File: config.mk
export PLATFORM = sky130hd
export DESIGN_NAME = sprite_compositor
export DESIGN_NICKNAME = d
export VERILOG_FILES = /design/src/rtl/sprite_compositor.sv
export SDC_FILE = /design/constraint.sdc
export NUM_CORES = 1
export LEC_CHECK = 0
export ABC_AREA = 1
export BUFFER_PORTS_ARGS = -buffer_cell sky130_fd_sc_hd__buf_4
export CAP_MARGIN = 20
export CORE_MARGIN = 5
export CORE_UTILIZATION = 40
export CTS_BUF_LIST = sky130_fd_sc_hd__clkbuf_8
export DETAILED_ROUTE_END_ITERATION = 16
export PLACE_DENSITY = 0.68
export SKIP_CTS_REPAIR_TIMING = 1
export SYNTH_ARGS = -nofsm -noshare
export SYNTH_HDL_FRONTEND = slang
export SYNTH_SLANG_ARGS = --single-unit
export TNS_END_PERCENT = 20
File: constraint.sdc
create_clock -name clk -period 20.3 [get_ports clk]
set_input_delay 2.03 -clock clk [delete_from_list [all_inputs] [get_ports clk]]
set_output_delay 2.03 -clock clk [all_outputs]
set_load 0.05 [all_outputs]
File: src/rtl/sprite_compositor.sv
// ============================================================================
// Module   : sprite_compositor
// Function : N-sprite pixel compositor with frame-latched attributes, a fixed
//            3-cycle ROM address/read/resolve pipeline and colour-key priority.
// Revision : 1.0 - initial release
// ============================================================================
`default_nettype none

module sprite_compositor #(
    parameter int NUM_SPRITES = 2,
    parameter int SPR_W       = 150,
    parameter int SPR_H       = 157,
    parameter int NUM_FRAMES  = 16,
    parameter int COORD_W     = 10,
    parameter int COLOR_W     = 8,
    parameter logic [COLOR_W-1:0] TRANSPARENT = 8'hE3,
    parameter logic [COLOR_W-1:0] BG_COLOR    = 8'h3B,
    localparam int FRAME_W = (NUM_FRAMES > 1) ? $clog2(NUM_FRAMES) : 1,
    localparam int ADDR_W  = $clog2(NUM_FRAMES * SPR_W * SPR_H),
    localparam int ID_W    = (NUM_SPRITES > 1) ? $clog2(NUM_SPRITES) : 1
) (
    input  logic                           clk,
    input  logic                           rst,
    input  logic                           frame_start,
    input  logic                           pixel_valid,
    input  logic [COORD_W-1:0]             pixel_x,
    input  logic [COORD_W-1:0]             pixel_y,
    input  logic [NUM_SPRITES*COORD_W-1:0] pos_x,
    input  logic [NUM_SPRITES*COORD_W-1:0] pos_y,
    input  logic [NUM_SPRITES*FRAME_W-1:0] frame_sel,
    input  logic [NUM_SPRITES-1:0]         flip,
    input  logic [NUM_SPRITES-1:0]         enable,
    output logic [NUM_SPRITES*ADDR_W-1:0]  rom_addr,
    input  logic [NUM_SPRITES*COLOR_W-1:0] rom_q,
    output logic                           out_valid,
    output logic                           visible,
    output logic [ID_W-1:0]                sprite_id,
    output logic [COLOR_W-1:0]             data
);

    localparam logic [31:0] C_SPR_W     = 32'(SPR_W);
    localparam logic [31:0] C_SPR_H     = 32'(SPR_H);
    localparam logic [31:0] C_FRAME_PIX = 32'(SPR_W * SPR_H);

    logic [NUM_SPRITES*COORD_W-1:0] shadow_pos_x_q, shadow_pos_y_q;
    logic [NUM_SPRITES*FRAME_W-1:0] shadow_frame_q;
    logic [NUM_SPRITES-1:0]         shadow_flip_q, shadow_en_q;

    logic [NUM_SPRITES*COORD_W-1:0] w_pos_x, w_pos_y;
    logic [NUM_SPRITES*FRAME_W-1:0] w_frame;
    logic [NUM_SPRITES-1:0]         w_flip, w_en;

    logic [NUM_SPRITES*ADDR_W-1:0]  rom_addr_q, rom_addr_d;
    logic [NUM_SPRITES-1:0]         hit1_q, hit1_d, hit2_q;
    logic                           valid1_q, valid2_q;
    logic [NUM_SPRITES-1:0]         w_opaque;

    logic                           out_valid_q, visible_q, visible_d;
    logic [ID_W-1:0]                sprite_id_q, sprite_id_d;
    logic [COLOR_W-1:0]             data_q, data_d;

    // A frame_start coinciding with a pixel makes that pixel see the new attributes
    assign w_pos_x = frame_start ? pos_x     : shadow_pos_x_q;
    assign w_pos_y = frame_start ? pos_y     : shadow_pos_y_q;
    assign w_frame = frame_start ? frame_sel : shadow_frame_q;
    assign w_flip  = frame_start ? flip      : shadow_flip_q;
    assign w_en    = frame_start ? enable    : shadow_en_q;

    always_ff @(posedge clk) begin
        if (rst) begin
            shadow_pos_x_q <= '0;
            shadow_pos_y_q <= '0;
            shadow_frame_q <= '0;
            shadow_flip_q  <= '0;
            shadow_en_q    <= '0;
        end else if (frame_start) begin
            shadow_pos_x_q <= pos_x;
            shadow_pos_y_q <= pos_y;
            shadow_frame_q <= frame_sel;
            shadow_flip_q  <= flip;
            shadow_en_q    <= enable;
        end
    end

    for (genvar i = 0; i < NUM_SPRITES; i++) begin : g_sprite
        logic [COORD_W-1:0] w_px, w_py;
        logic [COORD_W:0]   w_rx, w_ry;
        logic [31:0]        w_rx32, w_ry32, w_col, w_frame32, w_addr_full;
        logic               w_hit;

        assign w_px      = w_pos_x[i*COORD_W +: COORD_W];
        assign w_py      = w_pos_y[i*COORD_W +: COORD_W];
        // The extra bit plus the >= tests stop a sprite near the edge wrapping to column 0
        assign w_rx      = {1'b0, pixel_x} - {1'b0, w_px};
        assign w_ry      = {1'b0, pixel_y} - {1'b0, w_py};
        assign w_rx32    = 32'(w_rx);
        assign w_ry32    = 32'(w_ry);
        assign w_frame32 = 32'(w_frame[i*FRAME_W +: FRAME_W]);

        assign w_hit = w_en[i] & pixel_valid & (pixel_x >= w_px) & (pixel_y >= w_py)
                     & (w_rx32 < C_SPR_W) & (w_ry32 < C_SPR_H);

        assign w_col       = w_flip[i] ? (C_SPR_W - 32'd1 - w_rx32) : w_rx32;
        assign w_addr_full = w_frame32 * C_FRAME_PIX + w_ry32 * C_SPR_W + w_col;

        // Address is held on a miss to avoid needless ROM bus toggling
        assign rom_addr_d[i*ADDR_W +: ADDR_W] = w_hit ? ADDR_W'(w_addr_full)
                                                      : rom_addr_q[i*ADDR_W +: ADDR_W];
        assign hit1_d[i]   = w_hit;
        assign w_opaque[i] = hit2_q[i] & (rom_q[i*COLOR_W +: COLOR_W] != TRANSPARENT);
    end

    // Descending scan so the lowest opaque index is the one that sticks
    always_comb begin
        visible_d   = 1'b0;
        sprite_id_d = '0;
        data_d      = BG_COLOR;
        for (int i = NUM_SPRITES - 1; i >= 0; i--) begin
            if (w_opaque[i]) begin
                visible_d   = 1'b1;
                sprite_id_d = ID_W'(i);
                data_d      = rom_q[i*COLOR_W +: COLOR_W];
            end
        end
    end

    always_ff @(posedge clk) begin
        if (rst) begin
            rom_addr_q  <= '0;
            hit1_q      <= '0;
            valid1_q    <= 1'b0;
            hit2_q      <= '0;
            valid2_q    <= 1'b0;
            out_valid_q <= 1'b0;
            visible_q   <= 1'b0;
            sprite_id_q <= '0;
            data_q      <= BG_COLOR;
        end else begin
            rom_addr_q  <= rom_addr_d;
            hit1_q      <= hit1_d;
            valid1_q    <= pixel_valid;
            hit2_q      <= hit1_q;
            valid2_q    <= valid1_q;
            out_valid_q <= valid2_q;
            visible_q   <= visible_d;
            sprite_id_q <= sprite_id_d;
            data_q      <= data_d;
        end
    end

    assign rom_addr  = rom_addr_q;
    assign out_valid = out_valid_q;
    assign visible   = visible_q;
    assign sprite_id = sprite_id_q;
    assign data      = data_q;

endmodule

`default_nettype wire

Yosys cells after proc, flatten, opt, wreduce, memory -nomap -nowiden --
Index checks and enable logic that the tools add are counted. Widths: inputs -> output; s select.
Word-level totals: bits in registers 107, output and inout bits 49
Cells by class: $add $sub $neg 10, multiply operators 4, $lt $le $gt $ge 8, eq/ne operators 2, multiplexer cells 11, bitwise logic cells 12, reduce and logical (&&, ||, !) cells 1
Operator list (number):
- $add 19x19->19 | 4
- $lt 11x8->1 const B | 4
- $sub 10x10->11 | 4
- $ge 10x10->1 | 4
- $mux 20 | 2
- $mux 19 | 2
- $mul 11x7->18 const B | 2
- $mul 4x14->18 const B | 2
- $mux 8 | 3
- $sub 8x11->12 const A | 2
- $ne 8x8->1 const B | 2
- $and 1x1->1 | 12
- $mux 2 | 2
- $mux 1 | 2
- $reduce_or 2->1 | 1

Depth between registers and ports, before layout --
depth in word-level cells 6, mapped depth 45, depth with buffers taken out 43

Worst setup path before layout --
No wires, ideal clock.
kind input-to-reg, from in frame_start, to reg rom_addr_q[18] (netlist: rom_addr[18]), arrival 8.772 ns, data required time 20.191 ns, path slack 11.420 ns, stages 39, path through buf_2 > inv_1 > clkbuf_1 > or2_2 > o21ai_0 > inv_1 > fa_1 > o211ai_1 > nand2_1 > o311ai_1 > xor2_1 > ha_1 > ha_1 > fa_1 > inv_1 > fa_1 > inv_1 > ha_1 > [... 3 more ...] > nand3_1 > nand2_1 > nand2_1 > nand2_1 > xor2_1 > fa_1 > inv_1 > ha_1 > nand2_1 > a21oi_1 > a211oi_1 > nand2_1 > a41oi_1 > inv_1 > nand2_1 > nand3_1 > nand2_1 > inv_1
On the way: elaborated cells between the ends (all ways) 22, classes of those cells add/sub: 5; mul: 2; order compare: 4; mux: 6; bitwise: 5
RTL lines:
- from (decl) | line 24 | input logic frame_start,
- $mux 20 *
- net w_pos_y[1] | line 49 | logic [NUM_SPRITES*COORD_W-1:0] w_pos_x, w_pos_y;
- $sub 10x10->11 or $ge 10x10->1 (tied branches) | line 95, 100
- $mul 11x7->18 or $and 1x1->1 (tied branches) | line 104, 100
- $add 19x19->19 or $and 1x1->1 (tied branches) (2 in series) | line 104, 101
- to (signal assigned) | line 139 | rom_addr_q <= rom_addr_d;
- to (decl) | line 53 | logic [NUM_SPRITES*ADDR_W-1:0] rom_addr_q, rom_addr_d;
The timed path passes the listed nets; every way through them passes the cells marked *. A chain may end at the register's enable or synchronous reset.

Worst setup path in the final report --
Same ends and word-level chain as after synthesis.

==> qor.yml <==
drt:
  drt-pass1-iter-count: 5
  drc: 0
  post_drt_wl_per_cell_um: 14.2
  drtIter0Drc: 535
  drt-vias-per-instance: 4.91
  drt.antenna.violating_nets: 0
  via_count: 11387
  wirelength_um: 32900
floorplan:
  start_util_pct: 40.6
  io_pins: 141
  rows: 66
  die-area_mm2: 0.0368
  core_mm2: 0.0326
  dieHeight_um: 192
  die_w_um: 192
placement:
  dp_cells: 2305
  globalplace.congestion: 0.882
  dp_slack_ns: 10.47
  dpl_cell_area_mm2: 0.0147
  dp_hpwl_um: 28100
  io_buffers: 140
critical_path:
  timing.rr.start: "shadow_pos_y_q[1]"
  cp.required_ns: 20.63
  path_buf_inv: 8
  endpoint_kind: "register"
  critPathMaxStageDelay_ns: 0.53
  path_max_fanout: 21
  critical_path.top_delay_family: "adder cells"
  ff2ff_setup_slack_ns: 13.07
  cp.arrival_ns: 9.69
  reg2reg_depth: 35
  cp_common_cell: "nand2_1"
  crit_type: "in2reg"
  worst_path_max_delay_cell: "fa_1"
  start_kind: "input port"
  worst-path-stages: 38
  reg2reg_to: "rom_addr[18]"
cts:
  cts-root-buf: "clkbuf_8"
  clockBufferDepth: 2
  clk_latency_ns: 0.43
  clkTransAtPathRegs_ns: 0.12
  ctsHtreeMaxLevel: 3
  cts.sinks: 107
  cts_buffers: 9
  cts_tree: "built"
logic_synthesis:
  synth.distinct_cells: 58
  synth_warnings: 0
  yosysSeqAreaShare_pct: 16.2
  synth.avg_cell_area_um2: 7.58
  synth_top_area_share_pct: 20.2
  synth_fp_nets: 2134
  postSynth.asyncResetShare_pct: 0
  yosys_most_used_dff: "dfxtp_1"
  synth_edf_count: 0
  syn_area_mm2: 0.0132
  netlist_instances: 1745
  synth_top_area_cell: "ha_1"
  synthTopCellsByArea: "ha_1 20%, dfxtp_1 16%, fa_1 13%, inv_1 8.1%, nand2_1 8.1%"
  synth-seq-cells: 107
run_status:
  status: "finished, final reports clean"
hold_path:
  hold_path_end: "hit2_q[1]"
  worstHoldPathCells: 2
  hp-class: "reg2reg"
  min_from: "hit1_q[1]"
grt:
  global_route.peak_usage_layer: "met2"
  grt-ovfl-total: 0
  met2_usage_pct: 30.8
  grt_usage_pct: 17.9
  grt.met1_usage_pct: 24.2
  grt_pass1_wl_um: 53700
  grt_max_degree: 63
  grt_pass1_vias: 11247
  grtUsageMet3_pct: 2.74
  antenna_found_initial: 0
cells_and_area:
  seq_area_mm2: 0.00214
  layout.cells.non_filler: 2321
  fill_cells: 3276
  postLayoutCellArea_mm2: 0.0150
  layout-drive-gt1-share_pct: 11.8
  nets: 2263
  layout_commonest_cell: "inv_1"
  syn_to_final_growth_pct: 13.0
  mostFrequentLayoutCells: "286 x inv_1, 284 x nand2_1, 214 x ha_1"
  antennaDiodeCount: 0
  multi_input_area_mm2: 0.00985
sta:
  finalSetupViolCount: 0
  fmax_mhz: 107
  skew_ns: 0.0153
  hold_violations: 0
  fin_setup_tns_ns: 0
  drv_slew: 0
  layout_setup_ws_ns: 10.95
  grt_setup_unrepaired: "no"
  min_period_ns: 9.35
  relSlewSlack_pct: 39.4
  worstMarginPinSlew_ns: 0.899
  finalCritPeriodShare_pct: 46.1
run:
  max_cap_viol_count: 0
## Yosys cell counts, types with 5 or more instances
cell,number
nor2_1,187
o21ai_0,63
nand2_1,284
nand2_2,11
o21ai_1,25
xor2_1,72
nand3_1,56
buf_2,6
inv_2,5
xnor2_1,38
nand4_1,10
clkbuf_1,12
ha_1,214
nor2_2,12
o211ai_1,7
a21o_1,5
mux2i_1,37
fa_1,83
or2_2,8
nand3b_1,8
nor3_1,15
inv_1,286
a21oi_1,112
nand3_2,6
o21bai_1,11
dfxtp_1,107
a31oi_1,7
## metal layers
layer	part of all wire, %	vias up
met5	0	-
met4	0.72	0
met3	5.0	16
met2	47	245
met1	48	5249
li1	-	5877
## worst max path at each step
stage / startpoint / endpoint
after CTS: frame_start / rom_addr[18]
final: frame_start / rom_addr[18]
after floorplan: frame_start / rom_addr[18]
after global placement: frame_start / rom_addr[18]
after global routing: frame_start / rom_addr[18]
after detailed placement: frame_start / rom_addr[18]
## tightest hold or removal path, cell delays in order (launching register included)
cell	delay [ns]
dfxtp_1	0.32
inv_1	0.04
nor2_1	0.03
## sequential cells by signal (all words and copies together), names as in the netlist
register / cells
data: 8
sprite_id: 1
visible: 1
shadow_frame_q: 8
hit2_q: 2
hit1_q: 2
out_valid: 1
shadow_pos_y_q: 20
valid2_q: 1
shadow_flip_q: 2
shadow_pos_x_q: 20
valid1_q: 1
shadow_en_q: 2
rom_addr: 38
## final cells by class
cell class / instances / area share (%)
clock buffer: 9 / 0.829
clock inverter: 7 / 0.527
inverter: 292 / 7.35
multi-input combinational: 1320 / 65.9
sequential: 107 / 14.3
tap: 442 / 3.70
timing repair buffer: 144 / 7.36
## stage by stage
step	hold WS (ns)	util (%)
after detailed placement	0.397	45.2
after global routing	0.449	45.8
after global placement	0.392	45.1
final	0.412	45.8
after floorplan	0.388	-
after CTS	0.415	45.8
## logic make-up after synthesis
logic type	synth area share (%)
AND/OR/NAND/NOR	19.5
buffers and inverters	9.35
multiplexers	2.80
flip-flops	16.2
XOR/XNOR	7.98
AO/OA/AOI/OAI	11.4
adder cells (fa/ha/maj)	32.8
Power is not shown: default switching activity piles up to over one toggle a cycle in this logic, so the estimate is an artifact.
